<file path="config.mk">
export PLATFORM = sky130hd
export DESIGN_NAME = bus_master_tx
export DESIGN_NICKNAME = d
export VERILOG_FILES = /design/src/rtl/bus_master_tx.sv
export SDC_FILE = /design/constraint.sdc
export NUM_CORES = 1
export LEC_CHECK = 0
export ABC_AREA = 1
export CORE_UTILIZATION = 40
export DETAILED_ROUTE_END_ITERATION = 8
export GPL_TIMING_DRIVEN = 0
export HOLD_SLACK_MARGIN = 0.08
export SYNTH_ARGS = -nofsm -noshare
export SYNTH_HDL_FRONTEND = slang
export SYNTH_SLANG_ARGS = --single-unit
</file>
<file path="constraint.sdc">
create_clock -name clk -period 2.8 [get_ports clk]
set_input_delay 0.56 -clock clk [delete_from_list [all_inputs] [get_ports clk]]
set_output_delay 0.56 -clock clk [all_outputs]
set_load 0.02 [all_outputs]
</file>
<file path="src/rtl/bus_master_tx.sv">
// bus_master_tx: 4-deep word FIFO feeding a valid/ack bus master.
// Define BUS_MASTER_RETRY_EN to re-send timed-out words up to 2 more times.
module bus_master_tx (
    input  logic       clk,
    input  logic       reset,
    input  logic       req_valid,
    input  logic [7:0] req_data,
    output logic       req_ready,
    input  logic       dAck,
    output logic       dValid,
    output logic [7:0] data,
    output logic [2:0] fifo_level,
    output logic       err_timeout
);

    typedef enum logic [1:0] {
        IDLE = 2'd0,
        XFER = 2'd1,
        GAP  = 2'd2
    } state_t;

    state_t     state;
    state_t     state_n;
    logic [7:0] mem [0:3];
    logic [1:0] wptr;
    logic [1:0] rptr;
    logic [2:0] beat;
    logic       ready_en;
    logic       push;
    logic       pop;
    logic       tmo;
    logic       again;

    assign dValid    = (state == XFER);
    assign req_ready = ready_en & ((fifo_level != 3'd4) | pop);
    assign push      = req_valid & req_ready;

    // Upstream is held off until the first clock after reset release
    always_ff @(posedge clk or negedge reset) begin
        if (!reset) begin
            ready_en <= 1'b0;
        end else begin
            ready_en <= 1'b1;
        end
    end

    // Storage array; entries are only read after being written
    always_ff @(posedge clk) begin
        if (push) begin
            mem[wptr] <= req_data;
        end
    end

    // FIFO pointers and occupancy
    always_ff @(posedge clk or negedge reset) begin
        if (!reset) begin
            wptr       <= 2'd0;
            rptr       <= 2'd0;
            fifo_level <= 3'd0;
        end else begin
            if (push) begin
                wptr <= wptr + 2'd1;
            end
            if (pop) begin
                rptr <= rptr + 2'd1;
            end
            fifo_level <= fifo_level + {2'b00, push} - {2'b00, pop};
        end
    end

    // State register
    always_ff @(posedge clk or negedge reset) begin
        if (!reset) begin
            state <= IDLE;
        end else begin
            state <= state_n;
        end
    end

    // Next state, FIFO pop and timeout detection
    always_comb begin
        state_n = state;
        pop     = 1'b0;
        tmo     = 1'b0;
        unique case (state)
            IDLE: begin
                if (fifo_level != 3'd0) begin
                    pop     = 1'b1;
                    state_n = XFER;
                end
            end
            XFER: begin
                if ((beat >= 3'd2) && dAck) begin
                    state_n = GAP;
                end else if (beat == 3'd4) begin
                    tmo     = 1'b1;
                    state_n = GAP;
                end
            end
            GAP: begin
                if (again) begin
                    state_n = XFER;
                end else if (fifo_level != 3'd0) begin
                    pop     = 1'b1;
                    state_n = XFER;
                end else begin
                    state_n = IDLE;
                end
            end
            default: begin
                state_n = IDLE;
            end
        endcase
    end

    // Bus data, beat counter and timeout pulse
    always_ff @(posedge clk or negedge reset) begin
        if (!reset) begin
            data        <= 8'h00;
            beat        <= 3'd0;
            err_timeout <= 1'b0;
        end else begin
            err_timeout <= tmo;
            if (pop) begin
                data <= mem[rptr];
            end
            if (state_n != XFER) begin
                beat <= 3'd0;
            end else if (state != XFER) begin
                beat <= 3'd1;
            end else if (beat != 3'd4) begin
                beat <= beat + 3'd1;
            end
        end
    end

`ifdef BUS_MASTER_RETRY_EN
    logic [1:0] tries;

    // Retry bookkeeping: a timed-out word is kept for up to two re-sends
    always_ff @(posedge clk or negedge reset) begin
        if (!reset) begin
            tries <= 2'd0;
            again <= 1'b0;
        end else begin
            again <= tmo && (tries != 2'd2);
            if (pop) begin
                tries <= 2'd0;
            end else if (tmo && (tries != 2'd2)) begin
                tries <= tries + 2'd1;
            end
        end
    end
`else
    assign again = 1'b0;
`endif

endmodule

</file>
== After elaboration in Yosys (flattened, before gate mapping) ==
Memories as Yosys holds them, arrays and structs flattened. A register that Yosys moved wholly into a read port is not among the register bits.
Cells that the tools add are included.

* Bits in registers: 14
* Bits in writable memories: 32
* Input port bits: 12
* Output and inout port bits: 14
* Logic and storage cells: 45
* Memories: 1

{| class="wikitable"
|+ Memories
! name !! words !! bits a word !! rd ports !! clocked after Yosys merged registers in !! wr ports !! RTL line !! source
|-
| mem || 4 || 8 || 1 || 1 || 1 || 24 || <nowiki>logic [7:0] mem [0:3];</nowiki>
|}

* Add/subtract/negate cells: 5
* $lt $le $gt $ge: 1
* Equality and inequality tests: 7
* Mux-type cells: 15
* Bitwise gates (word level): 3
* Reduce and logical (&&, ||, !) cells: 6

{| class="wikitable"
|+ Operator list
! kind !! number
|-
| two-way mux 3 bit || 3
|-
| two-way mux 1 bit || 8
|-
| two-way mux 2 bit || 3
|-
| != test 3 bit (second input constant) || 2
|-
| one-hot mux 2 bit (3 select lines) || 1
|-
| nonzero test 3 bit || 2
|-
| adder 2 x 1 -> 2 bit (second input constant) || 2
|-
| != test 2 x 1 -> 1 bit (second input constant) || 2
|-
| adder 3 x 1 -> 3 bit || 1
|-
| adder 3 x 1 -> 3 bit (second input constant) || 1
|-
| == test 3 bit (second input constant) || 1
|-
| greater-or-equal comparator 3 x 2 -> 1 bit (second input constant) || 1
|-
| subtractor 3 x 1 -> 3 bit || 1
|-
| AND 1 bit || 2
|-
| == test 2 x 1 -> 1 bit (second input constant) || 1
|-
| == test 2 bit (second input constant) || 1
|-
| zero test 2 bit || 1
|-
| OR reduction 2 bit || 1
|-
| logical AND 1 bit || 1
|-
| zero test 1 bit || 1
|-
| OR 1 bit || 1
|}

== Depth between registers and ports, before layout ==
* Word-level depth: 8
* Depth in mapped cells: 9
* Depth with buffers taken out: 9

== Worst setup path before layout ==
Ideal clock, no wire load.

* Kind: reg2reg
* From: register fifo_level[1]
* To: register fifo_level[2]
* Arrival time: 1,854 ps
* Path slack: 818 ps
* Stages on the path, launching flop included: 10
* Buffers on the path: 0
* Cells stage by stage: dfrtp_1 nor2_1 nand2_1 nand2_2 inv_4 ha_1 inv_1 ha_1 fa_1 xor2_1

* Cells in the longest elaborated chain, start to end: 8

{| class="wikitable"
|+ Ends and longest elaborated chain
! what !! RTL line !! source
|-
| start: declaration || 12 || <nowiki>output logic [2:0] fifo_level,</nowiki>
|-
| start signal: assignment || 67 || <nowiki>fifo_level <= fifo_level + {2'b00, push} - {2'b00, pop};</nowiki>
|-
| nonzero test 3 bit * || 87, 103 ||
|-
| two-way mux 1 bit * || 87, 103 ||
|-
| two-way mux 1 bit * || -- ||
|-
| net pop || 30 || <nowiki>logic pop;</nowiki>
|-
| OR 1 bit || 35 || <nowiki>assign req_ready = ready_en & ((fifo_level != 3'd4) | pop);</nowiki>
|-
| AND 1 bit || 35 ||
|-
| AND 1 bit || 36 || <nowiki>assign push = req_valid & req_ready;</nowiki>
|-
| adder 3 x 1 -> 3 bit || 67 ||
|-
| subtractor 3 x 1 -> 3 bit * || 67 ||
|}

The timed path passes the listed nets; every way through them passes the cells marked *.
A chain may end at the register's enable or synchronous reset.

== Worst setup path after layout ==
* From: register fifo_level[1]
* To: output port req_ready

* Cells in the longest elaborated chain, start to end: 5

{| class="wikitable"
|+ Ends and longest elaborated chain
! what !! RTL line !! source
|-
| nonzero test 3 bit || 87, 103 ||
|-
| two-way mux 1 bit || 87, 103 ||
|-
| two-way mux 1 bit || -- ||
|-
| OR 1 bit * || 35 ||
|-
| AND 1 bit * || 35 ||
|-
| end: declaration || 8 || <nowiki>output logic req_ready,</nowiki>
|}

Mark *: on every way between the ends. The rest lies on a longest branch, timed or not.

==> flow_summary_export.csv <==
group,metric,value,unit
routing,routedWlPerCell,13.26,microns
logic_synthesis,yosysSeqAreaShare,64.60,%
logic_synthesis,yosys.area.top_type,"edfxtp_1",
routing,final_antenna_net_count,0,
logic_synthesis,synthesis.nets,232,
floorplan,die_w,78.48,microns
cells_and_area,antenna_cells,0,
worst_hold_path,hp-class,"flip-flop to flip-flop",
logic_synthesis,netlist_top_cells_area,"edfxtp_1 (41%), dfrtp_1 (24%), nand2_1 (6.9%), nor2_1 (5.5%), ha_1 (4.8%)",
critical_path,setup.worst_path.end_class,"output pin",
worst_hold_path,hold_end,"data[6]",
job,drv_cap,0,
cells_and_area,drive_above_1_share,11.11,%
pwr,vdd_drop_max,0.3728,mV
pwr,power_density,1039,mW/mm^2
floorplan,die_area,0.006159,sq mm
sta,finalMaxSlewViolations,0,
clocking,cts_buffer_depth,2,
routing,firstDrtPassIters,4,
routing,drc_errors,0,
clocking,cts_tree,"yes",
logic_synthesis,ys_ff_latch,54,
sta,final-setup-viol-count,0,
critical_path,path_class,"flip-flop to output pin",
clocking,cts_hold_buf,0,
sta,hold_viol,0,
grt,grt_overflow,0,
critical_path,cp_max_fo,4,
cells_and_area,nNetsFinal,264,
sta,fin_crit,2.309,ns
sta,rsz0062_at_grt,"false",
pwr,p_switching,1.110,mW
worst_hold_path,hold_depth,2,
clocking,cts_made_buffers,5,
cells_and_area,syn2layout_area_growth,18.02,%
critical_path,reg2regPathDepth,8,
critical_path,required,2.24,ns
place,dp.cells,307,
logic_synthesis,synth_top_area_share,41.07,%
logic_synthesis,synth.distinct_cells,28,
grt,grt_pass1_wl,7169,microns
critical_path,crit_path_start_kind,"flip-flop",
logic_synthesis,syn_avg_cell_area,11.14,sq um
clocking,clock_latency,0.30,ns
clocking,cts_root_buffer,"clkbuf_8",
cells_and_area,fill_cells,539,
cells_and_area,layout_common_cells,"nand2_1 (43), nor2_1 (34), edfxtp_1 (32)",
pwr,comb_power_share,45.2,%
grt,track_usage,15.72,%
logic_synthesis,syn-instance-count,210,
sta,fmax,0.4331,GHz
floorplan,fp.coreArea,0.005574,sq mm
clocking,cts_max_level,2,
sta,slew_headroom,33.53,%
sta,tightest_slew,0.9939,ns
clocking,cts.sinks,54,
sta,fin_skew,0.007574,ns
clocking,clkTransAtPathRegs,0.09,ns
cells_and_area,fin_cells,315,
sta,tns,0,ns
pwr,pwr-share-clk,14.3,%
sta,fin_crit_sh,82.46,%
critical_path,r2r_start,"fifo_level[1]",
floorplan,rows,27,
floorplan,die_y,78.48,microns
routing,vias_per_cell,4.657,
critical_path,reg2reg_to,"fifo_level[2]",
pwr,netSwitchingFraction,38.71,%
clocking,cts_resized,0,
worst_hold_path,worstHoldStart,"data[6]",
pwr,p_seq_share,40.4,%
critical_path,cp.arrival,1.75,ns
critical_path,r2r_slack,0.78,ns
floorplan,pin_count,26,
status,status,"finished clean",
pwr,internal_power,1.758,mW
logic_synthesis,synth_area,0.002340,sq mm
place,port-buffer-count,25,
grt,grt_pass1_vias,1475,
logic_synthesis,yosys_warnings,0,
cells_and_area,fin_util,49.54,%
pwr,leakage,1.155,nW
routing,drt_iter0_drc,94,
routing,drt-total-wl,4176,microns
grt,antenna_found_initial,0,
routing,route.vias.total,1467,
grt,grt_max_degree,23,
cells_and_area,layout_commonest_cell,"nand2_1",
clocking,post_cts_buffers,0,
floorplan,initial_core_util,41.98,%
place,globalplace.congestion,0.7415,
place,dp_hpwl,2873,microns
==> routing by layer <==
metal  global-route usage [%]  vias up  wire length (microns)
met3                    3.605        4                    105
met4                    7.037        0                     54
met2                    24.39       28                   2072
li1                         -      739                      -
met5                        0        -                      0
met1                    21.00      696                   1943
==> power groups by stage <==
stage          Combinational [mW]  Sequential (mW)  Clock [mW]
2_1_floorplan               0.804             1.25           0
3_3_place_gp                 1.29             1.18           0
3_5_place_dp                 1.31             1.18           0
4_1_cts                      1.32             1.16       0.422
5_1_grt                      1.49             1.19       0.460
6_report                     1.30             1.16       0.412
==> cells by family after synthesis <==
group / Yosys count / share of synthesized area, %
XOR/XNOR: 2 / 0.7488
adder cells (fa/ha/maj): 10 / 5.669
AND/OR/NAND/NOR: 95 / 17.43
AO/OA/AOI/OAI: 22 / 4.706
buffers and inverters: 26 / 6.684
flip-flops: 54 / 64.60
other: 1 / 0.1603
==> worst max-delay path by stage <==
stage | slack (ns) | startpoint | to | cells after the start
2_1_floorplan | 0.82 | fifo_level[1] | fifo_level[2] | 9
3_3_place_gp | 0.34 | req_valid | fifo_level[2] | 7
3_5_place_dp | 0.35 | req_valid | fifo_level[2] | 7
4_1_cts | 0.48 | fifo_level[1] | req_ready | 4
5_1_grt | 0.38 | fifo_level[1] | req_ready | 4
6_report | 0.49 | fifo_level[1] | req_ready | 4
==> synthesized netlist by cell type <==
| cell | count |
|---|---|
| and2_1 | 1 |
| xor2_1 | 1 |
| nand3b_1 | 1 |
| o21ai_0 | 8 |
| inv_6 | 1 |
| nor2_4 | 1 |
| inv_1 | 17 |
| nand4_1 | 1 |
| nand3_1 | 2 |
| fa_1 | 1 |
| buf_6 | 3 |
| clkbuf_8 | 1 |
| buf_12 | 1 |
| xnor2_1 | 1 |
| a21oi_1 | 3 |
| nor3_1 | 1 |
| nand2_2 | 1 |
| dfrtp_1 | 22 |
| edfxtp_1 | 32 |
| inv_2 | 1 |
| nand2_1 | 43 |
| nand3_2 | 1 |
| ha_1 | 9 |
| nor2_2 | 9 |
| inv_4 | 2 |
| o21ai_1 | 11 |
| nor2_1 | 34 |
| conb_1 | 1 |
==> sequential cells by signal, indices dropped and copies added, names as in the netlist <==
signal       count
fifo_level       3
err_timeout      1
state            2
ready_en         1
data             8
mem             32
wptr             2
rptr             2
beat             3
==> metrics by stage <==
stage	hold slack, ns	total power, mW	area, sq um	setup slack [ns]
CTS	0.4910	2.903	2761	0.4752
detailed placement	0.4693	2.495	2680	0.3548
floorplan	0.2644	2.057	2340	0.8175
global route	0.5300	3.136	2761	0.3845
global placement	0.4674	2.468	2680	0.3352
finish	0.4882	2.869	2761	0.4911
==> area by class of cell <==
cell class | instances | area (sq um) | share of cell area (%)
sequential | 54 | 1511 | 54.73
tap | 72 | 90.09 | 3.262
clock inverter | 2 | 8.758 | 0.3172
clock buffer | 6 | 72.57 | 2.628
buffer | 5 | 67.56 | 2.447
timing repair buffer | 25 | 250.2 | 9.062
inverter | 21 | 88.84 | 3.217
multi-input combinational | 130 | 671.9 | 24.33
==> worst max-delay path: stages, from the launching register on <==
cell and delay (ns):
dfrtp_1 0.43, nor2_1 0.16, nand3_1 0.16, and2_1 0.18, clkdlybuf4s50_1 0.53
Note: power is estimated with default switching activity, not from simulation.
